`src/rtl/pqr5_core_pkg.sv`:
```
// rtl/pqr5_core_pkg.sv - shared PQR5 core types, constants and LSU helper functions
//
// Purpose: access-size and funct3 encodings for LOAD/STORE, the LSU state
// enum, and the pure functions the LSU uses for byte enables, store lane
// replication, load extraction and legality checks.
// Ports: none (package).

package pqr5_core_pkg;

   localparam int RSIZE = 32;

   // Access size, funct3[1:0]
   localparam logic [1:0] BYTE  = 2'b00;
   localparam logic [1:0] HWORD = 2'b01;
   localparam logic [1:0] WORD  = 2'b10;

   localparam logic [2:0] F3_LB  = 3'b000;
   localparam logic [2:0] F3_LH  = 3'b001;
   localparam logic [2:0] F3_LW  = 3'b010;
   localparam logic [2:0] F3_LBU = 3'b100;
   localparam logic [2:0] F3_LHU = 3'b101;
   localparam logic [2:0] F3_SB  = 3'b000;
   localparam logic [2:0] F3_SH  = 3'b001;
   localparam logic [2:0] F3_SW  = 3'b010;

   typedef enum logic [1:0] {
      LSU_IDLE = 2'd0,
      LSU_REQ  = 2'd1,
      LSU_RSP  = 2'd2,
      LSU_WB   = 2'd3
   } lsu_state_e;

   function automatic logic [3:0] f_lsu_be(input logic [1:0] size, input logic [1:0] addr_lo);
      logic [3:0] be;
      be = 4'b0000;
      case (size)
         BYTE:    be = 4'b0001 << addr_lo;
         HWORD:   be = addr_lo[1] ? 4'b1100 : 4'b0011;
         WORD:    be = 4'b1111;
         default: be = 4'b0000;
      endcase
      return be;
   endfunction

   // Store data is replicated across lanes so memory only needs the byte enables.
   function automatic logic [31:0] f_lsu_st_align(input logic [1:0] size, input logic [31:0] data);
      logic [31:0] r;
      r = data;
      case (size)
         BYTE:    r = {4{data[7:0]}};
         HWORD:   r = {2{data[15:0]}};
         default: r = data;
      endcase
      return r;
   endfunction

   function automatic logic [31:0] f_lsu_ld_extend(input logic [2:0] funct3, input logic [1:0] addr_lo,
                                                   input logic [31:0] word);
      logic [7:0]  b;
      logic [15:0] h;
      logic [31:0] r;
      b = 8'h00;
      case (addr_lo)
         2'd0: b = word[7:0];
         2'd1: b = word[15:8];
         2'd2: b = word[23:16];
         2'd3: b = word[31:24];
         default: b = word[7:0];
      endcase
      h = addr_lo[1] ? word[31:16] : word[15:0];
      r = word;
      case (funct3)
         F3_LB:   r = {{24{b[7]}}, b};
         F3_LBU:  r = {24'h000000, b};
         F3_LH:   r = {{16{h[15]}}, h};
         F3_LHU:  r = {16'h0000, h};
         default: r = word;
      endcase
      return r;
   endfunction

   function automatic logic f_lsu_misaligned(input logic [1:0] size, input logic [1:0] addr_lo);
      return ((size == HWORD) && addr_lo[0]) || ((size == WORD) && (addr_lo != 2'b00));
   endfunction

   function automatic logic f_lsu_illegal(input logic is_load, input logic [2:0] funct3);
      if (is_load)
         return !(funct3 inside {F3_LB, F3_LH, F3_LW, F3_LBU, F3_LHU});
      else
         return !(funct3 inside {F3_SB, F3_SH, F3_SW});
   endfunction

endpackage

```
`src/rtl/pqr5_lsu_if.sv`:
```
// rtl/pqr5_lsu_if.sv - data-memory port bundle between the LSU and memory
//
// Purpose: groups the data-memory request/response signals.
// Ports (signals):
//   dm_req_valid/dm_req_ready  request handshake
//   dm_addr, dm_we, dm_be, dm_wdata  request payload (word-aligned address)
//   dm_rsp_valid, dm_rdata  one-cycle load response
// Modports: master = LSU side, slave = memory side.

interface pqr5_lsu_if #(
   parameter int AW = 32,
   parameter int DW = 32
);
   logic          dm_req_valid;
   logic          dm_req_ready;
   logic [AW-1:0] dm_addr;
   logic          dm_we;
   logic [3:0]    dm_be;
   logic [DW-1:0] dm_wdata;
   logic          dm_rsp_valid;
   logic [DW-1:0] dm_rdata;

   modport master (
      output dm_req_valid, dm_addr, dm_we, dm_be, dm_wdata,
      input  dm_req_ready, dm_rsp_valid, dm_rdata
   );

   modport slave (
      input  dm_req_valid, dm_addr, dm_we, dm_be, dm_wdata,
      output dm_req_ready, dm_rsp_valid, dm_rdata
   );
endinterface

```
`src/rtl/pqr5_lsu.sv`:
```
// rtl/pqr5_lsu.sv - PQR5 load/store unit, one transaction outstanding
//
// Purpose: captures a decoded LOAD/STORE from execute, issues an aligned
// 32-bit data-memory request with byte enables, and returns extended load
// data (or an exception for misaligned/illegal accesses) to writeback.
// Ports:
//   clk, rst                 clock, synchronous active-high reset
//   ex_valid/ex_ready        execute handshake (ready only in IDLE)
//   ex_is_load, ex_funct3, ex_addr, ex_wdata, ex_rd   operation fields
//   dm                       data-memory port (pqr5_lsu_if.master)
//   wb_valid/wb_ready        writeback handshake
//   wb_rd, wb_data, wb_exc   writeback payload
//   st_done                  pulse when memory accepts a store

module pqr5_lsu #(
   parameter int RSIZE = pqr5_core_pkg::RSIZE,
   parameter int AW    = 32
) (
   input  logic             clk,
   input  logic             rst,
   input  logic             ex_valid,
   output logic             ex_ready,
   input  logic             ex_is_load,
   input  logic [2:0]       ex_funct3,
   input  logic [AW-1:0]    ex_addr,
   input  logic [RSIZE-1:0] ex_wdata,
   input  logic [4:0]       ex_rd,
   pqr5_lsu_if.master       dm,
   output logic             wb_valid,
   input  logic             wb_ready,
   output logic [4:0]       wb_rd,
   output logic [RSIZE-1:0] wb_data,
   output logic             wb_exc,
   output logic             st_done
);
   import pqr5_core_pkg::*;

   lsu_state_e       state_q, state_d;
   logic             is_load_q;
   logic [2:0]       f3_q;
   logic [AW-1:0]    addr_q;
   logic [RSIZE-1:0] wdata_q;
   logic [4:0]       rd_q;
   logic [RSIZE-1:0] wb_data_q;
   logic             wb_exc_q;

   logic capture;
   logic cap_bad;

   assign capture = (state_q == LSU_IDLE) && ex_valid;
   assign cap_bad = f_lsu_illegal(ex_is_load, ex_funct3) ||
                    f_lsu_misaligned(ex_funct3[1:0], ex_addr[1:0]);

   always_ff @(posedge clk) begin
      if (rst) state_q <= LSU_IDLE;
      else     state_q <= state_d;
   end

   always_comb begin
      state_d         = state_q;
      ex_ready        = 1'b0;
      dm.dm_req_valid = 1'b0;
      dm.dm_addr      = '0;
      dm.dm_we        = 1'b0;
      dm.dm_be        = 4'b0000;
      dm.dm_wdata     = '0;
      wb_valid        = 1'b0;
      wb_rd           = 5'd0;
      wb_data         = '0;
      wb_exc          = 1'b0;
      st_done         = 1'b0;
      case (state_q)
         LSU_IDLE: begin
            ex_ready = 1'b1;
            if (ex_valid) state_d = cap_bad ? LSU_WB : LSU_REQ;
         end
         LSU_REQ: begin
            // Driven purely from captured registers, so the request is stable while stalled.
            dm.dm_req_valid = 1'b1;
            dm.dm_addr      = {addr_q[AW-1:2], 2'b00};
            dm.dm_we        = !is_load_q;
            dm.dm_be        = f_lsu_be(f3_q[1:0], addr_q[1:0]);
            dm.dm_wdata     = is_load_q ? '0 : f_lsu_st_align(f3_q[1:0], wdata_q);
            if (dm.dm_req_ready) begin
               st_done = !is_load_q;
               state_d = is_load_q ? LSU_RSP : LSU_IDLE;
            end
         end
         LSU_RSP: begin
            if (dm.dm_rsp_valid) state_d = LSU_WB;
         end
         LSU_WB: begin
            wb_valid = 1'b1;
            wb_rd    = rd_q;
            wb_data  = wb_data_q;
            wb_exc   = wb_exc_q;
            if (wb_ready) state_d = LSU_IDLE;
         end
         default: state_d = LSU_IDLE;
      endcase
   end

   always_ff @(posedge clk) begin
      if (rst) begin
         is_load_q <= 1'b0;
         f3_q      <= 3'd0;
         addr_q    <= '0;
         wdata_q   <= '0;
         rd_q      <= 5'd0;
         wb_data_q <= '0;
         wb_exc_q  <= 1'b0;
      end else begin
         if (capture) begin
            is_load_q <= ex_is_load;
            f3_q      <= ex_funct3;
            addr_q    <= ex_addr;
            wdata_q   <= ex_wdata;
            rd_q      <= ex_rd;
            wb_data_q <= '0;
            wb_exc_q  <= cap_bad;
         end else if ((state_q == LSU_RSP) && dm.dm_rsp_valid) begin
            wb_data_q <= f_lsu_ld_extend(f3_q, addr_q[1:0], dm.dm_rdata);
         end
      end
   end

endmodule

```
`src/flat_wrapper.sv`:
```
// flat-port wrapper written by rule: the top's interface ports become plain ports
module pqr5_lsu_flat import pqr5_core_pkg::*;
#(
   parameter int RSIZE = pqr5_core_pkg::RSIZE,
   parameter int AW    = 32
)
  (clk, rst, ex_valid, ex_ready, ex_is_load, ex_funct3, ex_addr, ex_wdata, ex_rd, wb_valid, wb_ready, wb_rd, wb_data, wb_exc, st_done, dm_dm_req_valid, dm_dm_addr, dm_dm_we, dm_dm_be, dm_dm_wdata, dm_dm_req_ready, dm_dm_rsp_valid, dm_dm_rdata);
  pqr5_lsu_if #(.AW(AW), .DW(32)) dm_i ();
  input  logic clk;
  input  logic rst;
  input  logic ex_valid;
  output logic ex_ready;
  input  logic ex_is_load;
  input  logic [2:0] ex_funct3;
  input  logic [AW-1:0] ex_addr;
  input  logic [RSIZE-1:0] ex_wdata;
  input  logic [4:0] ex_rd;
  output logic wb_valid;
  input  logic wb_ready;
  output logic [4:0] wb_rd;
  output logic [RSIZE-1:0] wb_data;
  output logic wb_exc;
  output logic st_done;
  output wire logic [$bits(dm_i.dm_req_valid)-1:0] dm_dm_req_valid;
  output wire logic [$bits(dm_i.dm_addr)-1:0] dm_dm_addr;
  output wire logic [$bits(dm_i.dm_we)-1:0] dm_dm_we;
  output wire logic [$bits(dm_i.dm_be)-1:0] dm_dm_be;
  output wire logic [$bits(dm_i.dm_wdata)-1:0] dm_dm_wdata;
  input wire logic [$bits(dm_i.dm_req_ready)-1:0] dm_dm_req_ready;
  input wire logic [$bits(dm_i.dm_rsp_valid)-1:0] dm_dm_rsp_valid;
  input wire logic [$bits(dm_i.dm_rdata)-1:0] dm_dm_rdata;
  assign dm_dm_req_valid = dm_i.dm_req_valid;
  assign dm_dm_addr = dm_i.dm_addr;
  assign dm_dm_we = dm_i.dm_we;
  assign dm_dm_be = dm_i.dm_be;
  assign dm_dm_wdata = dm_i.dm_wdata;
  assign dm_i.dm_req_ready = dm_dm_req_ready;
  assign dm_i.dm_rsp_valid = dm_dm_rsp_valid;
  assign dm_i.dm_rdata = dm_dm_rdata;
  pqr5_lsu #(.RSIZE(RSIZE), .AW(AW)) u_core (.clk(clk), .rst(rst), .ex_valid(ex_valid), .ex_ready(ex_ready), .ex_is_load(ex_is_load), .ex_funct3(ex_funct3), .ex_addr(ex_addr), .ex_wdata(ex_wdata), .ex_rd(ex_rd), .dm(dm_i), .wb_valid(wb_valid), .wb_ready(wb_ready), .wb_rd(wb_rd), .wb_data(wb_data), .wb_exc(wb_exc), .st_done(st_done));
endmodule
```
`config.mk`:
```
export PLATFORM = sky130hd
export DESIGN_NAME = pqr5_lsu_flat
export DESIGN_NICKNAME = d
export VERILOG_FILES = /design/src/rtl/pqr5_core_pkg.sv /design/src/rtl/pqr5_lsu_if.sv /design/src/rtl/pqr5_lsu.sv /design/src/flat_wrapper.sv
export SDC_FILE = /design/constraint.sdc
export NUM_CORES = 1
export LEC_CHECK = 0
export CORE_ASPECT_RATIO = 0.8
export CORE_MARGIN = 1.5
export CORE_UTILIZATION = 25
export CTS_CLUSTER_DIAMETER = 50
export DETAILED_ROUTE_END_ITERATION = 8
export GPL_TIMING_DRIVEN = 0
export MAX_ROUTING_LAYER = met4
export PLACE_DENSITY = 0.48
export SLEW_MARGIN = 20
export SYNTH_ARGS = -nofsm -noshare
export SYNTH_HDL_FRONTEND = slang
export SYNTH_SLANG_ARGS = --single-unit
```
`constraint.sdc`:
```
create_clock -name clk -period 1.96 [get_ports clk]
set_input_delay 0.588 -clock clk [delete_from_list [all_inputs] [get_ports clk]]
set_output_delay 0.588 -clock clk [all_outputs]
set_load 0.01 [all_outputs]
```
==> flow_metrics.env <==
export IMPL_yosys_warnings=0
export IMPL_rows=48
export IMPL_p_sw_uw=2233
export IMPL_drv_slew=0
export IMPL_boundaryPins=222
export IMPL_vias=6463
export IMPL_dpl_instance_area_um2=8123
export IMPL_grt_pass1_wl_um=37430
export IMPL_cp_data_arrival_time_ns=1.71
export IMPL_ys_flop_type="dfxtp_1"
export IMPL_min_from="u_core.addr_q[29]$_SDFFE_PP0P_"
export IMPL_cts_root_buf="clkbuf_16"
export IMPL_reg2reg_depth=8
export IMPL_p_clk_share_pct=29.6
export IMPL_synth_edf_count=0
export IMPL_crit_type="reg2out"
export IMPL_regArea_um2=2176
export IMPL_grt_setup_unrepaired="yes"
export IMPL_numCtsBuffers=9
export IMPL_antenna_found_initial=0
export IMPL_fin_worst_skew_ns=0.005668
export IMPL_crit_required_ns=1.37
export IMPL_n_antenna_cell=0
export IMPL_ys_types=38
export IMPL_fmax_mhz=436.0
export IMPL_pwr_share_seq_pct=36.2
export IMPL_initialDrtViolationCount=348
export IMPL_drc=0
export IMPL_grt_usage_pct=22.12
export IMPL_cts_path_max_buffers=2
export IMPL_status="complete, but fails checks"
export IMPL_cp_max_fo=6
export IMPL_power_leakage_uw=0.003973
export IMPL_drive_gt1_share_pct=34.93
export IMPL_dp_hpwl_um=17710
export IMPL_ant_nets=0
export IMPL_r2r_start="u_core.f3_q[1]$_SDFFE_PP0P_"
export IMPL_r2r_setup_slack_ns=0.07
export IMPL_cts_clk_slew_worst_paths_ns=0.07
export IMPL_cp_start_kind="flip-flop"
export IMPL_violations="setup timing"
export IMPL_internal_power_uw=4739
export IMPL_worst_pin_slew_ns=0.6571
export IMPL_multi_input_area_um2=3672
export IMPL_grt_max_degree=18
export IMPL_hold_violations=0
export IMPL_setup_worst_path_end_class="primary output"
export IMPL_grt_pass1_vias=6223
export IMPL_initial_utilization_pct=25.60
export IMPL_pwr_share_comb_pct=34.2
export IMPL_clkLatencyLatePin_ns=0.35
export IMPL_hold_path_endpoint="u_core.addr_q[29]$_SDFFE_PP0P_"
export IMPL_layout_commonest_cell="nand2_1"
export IMPL_routed_via_density=4.735
export IMPL_wl_per_cell_um=18.61
export IMPL_setup_viol=107
export IMPL_dieArea_um2=23110
export IMPL_area_growth_pct=83.03
export IMPL_h_tree_depth=3
export IMPL_syn_inst=769
export IMPL_die_w_um=169.6
export IMPL_ys_seq_elements=108
export IMPL_coreArea_um2=21680
export IMPL_worstReg2RegEnd="u_core.wb_data_q[6]$_SDFFE_PP0P_"
export IMPL_hp_class="reg2reg"
export IMPL_cts_tree="done"
export IMPL_async_reset_ff_share_pct=0
export IMPL_maxCapViolations=0
export IMPL_final_cell_mix="204 x nand2_1, 109 x clkdlybuf4s50_1, 107 x buf_6, 107 x a21oi_1, 103 x dfxtp_1"
export IMPL_fin_area_um2=10160
export IMPL_relSlewSlack_pct=56.20
export IMPL_whs_path_depth=2
export IMPL_die_h_um=136.3
export IMPL_min_period_ns=2.294
export IMPL_power_uw=6971
export IMPL_swShare_pct=32.03
export IMPL_fin_nets=1171
export IMPL_gp_congestion=0.8545
export IMPL_synth_top_area_share_pct=38.95
export IMPL_fillCellCount=2166
export IMPL_ys_seq_area_share_pct=38.95
export IMPL_yosys_area_top_type="dfxtp_1"
export IMPL_vdd_ir_drop_max_uv=463.2
export IMPL_first_pass_iters=5
export IMPL_drt_wl_total_um=25400
export IMPL_powerDensity_nw_per_um2=686.3
export IMPL_clkSinkCount=108
export IMPL_ctsHoldBuffers=0
export IMPL_synth_area_leaders="dfxtp_1 39%, nand2_1 14%, a21oi_1 11%"
export IMPL_fin_crit_sh_pct=117.0
export IMPL_setup_ws_ns=-0.3336
export IMPL_syn_avg_cell_area_um2=7.218
export IMPL_io_buffer_count=219
export IMPL_synth_area_um2=5550
export IMPL_overflow=0
[cells in the mapped netlist (4+ instances only)]
master / count
a21oi_1: 125
a221oi_1: 15
a22oi_1: 7
and2_1: 41
and3_1: 40
buf_2: 19
clkbuf_1: 48
dfxtp_1: 108
inv_1: 6
mux2i_1: 17
nand2_1: 207
nand2b_1: 10
nand3b_1: 22
nor2_1: 35
nor2b_1: 4
o211ai_1: 15
o21ai_0: 20
[routing by layer]
layer | vias up | wire length (µm) | track usage, %
li1 | 3197 | - | -
met1 | 3050 | 12170 | 30.05
met2 | 198 | 11240 | 33.08
met3 | 18 | 1737 | 5.997
met4 | 0 | 248 | 3.786
met5 | - | 0 | -
[worst max-delay path by stage]
| stage | start | to | cells after the start |
|---|---|---|---|
| after CTS | u_core.state_q[0]$_SDFFE_PP0P_ | dm_dm_wdata[15] | 6 |
| final | u_core.state_q[1]$_SDFFE_PP0P_ | dm_dm_wdata[13] | 5 |
| after floorplan | u_core.state_q[0]$_SDFFE_PP0P_ | dm_dm_wdata[12] | 6 |
| after global routing | u_core.state_q[1]$_SDFFE_PP0P_ | dm_dm_wdata[13] | 5 |
| after global placement | u_core.state_q[0]$_SDFFE_PP0P_ | dm_dm_addr[30] | 6 |
| after detailed placement | u_core.state_q[0]$_SDFFE_PP0P_ | dm_dm_addr[30] | 6 |
[flip-flops by register name (all words and copies together) (netlist names)]
name,flops
u_core.state_q,2
u_core.f3_q,3
u_core.rd_q,5
u_core.wdata_q,32
u_core.is_load_q,1
u_core.wb_exc_q,1
u_core.wb_data_q,32
u_core.addr_q,32
[metrics by stage]
stage          cells  setup WS (ns)  util, %   TNS, ns  hold WS [ns]
2_1_floorplan    770       -0.01462        -  -0.05849        0.4317
3_3_place_gp    1289        -0.9346    37.47   -145.71        0.4377
3_5_place_dp    1289        -0.9166    37.47   -142.12        0.4418
4_1_cts         1356        -0.3703    44.04    -23.99        0.4545
5_1_grt         1365        -0.3743    46.85    -26.18        0.4793
6_report        1365        -0.3336    46.85    -22.17        0.4568
[power groups by stage]
stage	Sequential [µW]	Combinational, µW	Clock (µW)
after floorplan	2490	842	0
after global placement	2540	1550	0
after detailed placement	2540	1550	0
after CTS	2510	2200	2110
after global routing	2550	2560	2190
final	2520	2390	2060
[cell type report]
cell class	instances	area share, %
plain buffers	67	6.454
clock buffers	11	2.389
clock inverters	5	0.8375
inverters	6	0.3572
multi-input cells	585	36.15
flip-flops and latches	108	21.42
well taps	300	3.695
repair buffers	282	28.62
repair inverters	1	0.07390
[cell families after synthesis]
| family | synth area share, % |
|---|---|
| AO/OA/AOI/OAI | 20.13 |
| flip-flops | 38.95 |
| other | 0.06756 |
| multiplexers | 3.336 |
| AND/OR/NAND/NOR | 31.54 |
| buffers and inverters | 5.974 |
[what timing repair did]
item | 4_1_cts | 5_1_grt
cloned | 15 | 2
buffers inserted | 38 | 16
setup endpoints to repair | 206 | 206
gates resized for setup | 707 | 139
pin swaps | 41 | 28
[worst max-delay path: stages (launching register included)]
cell and delay [ns]:
dfxtp_2 0.33, buf_6 0.13, or3_4 0.47, buf_8 0.17, a21oi_2 0.09, buf_2 0.14
Note: power is estimated with default switching activity, not from simulation.
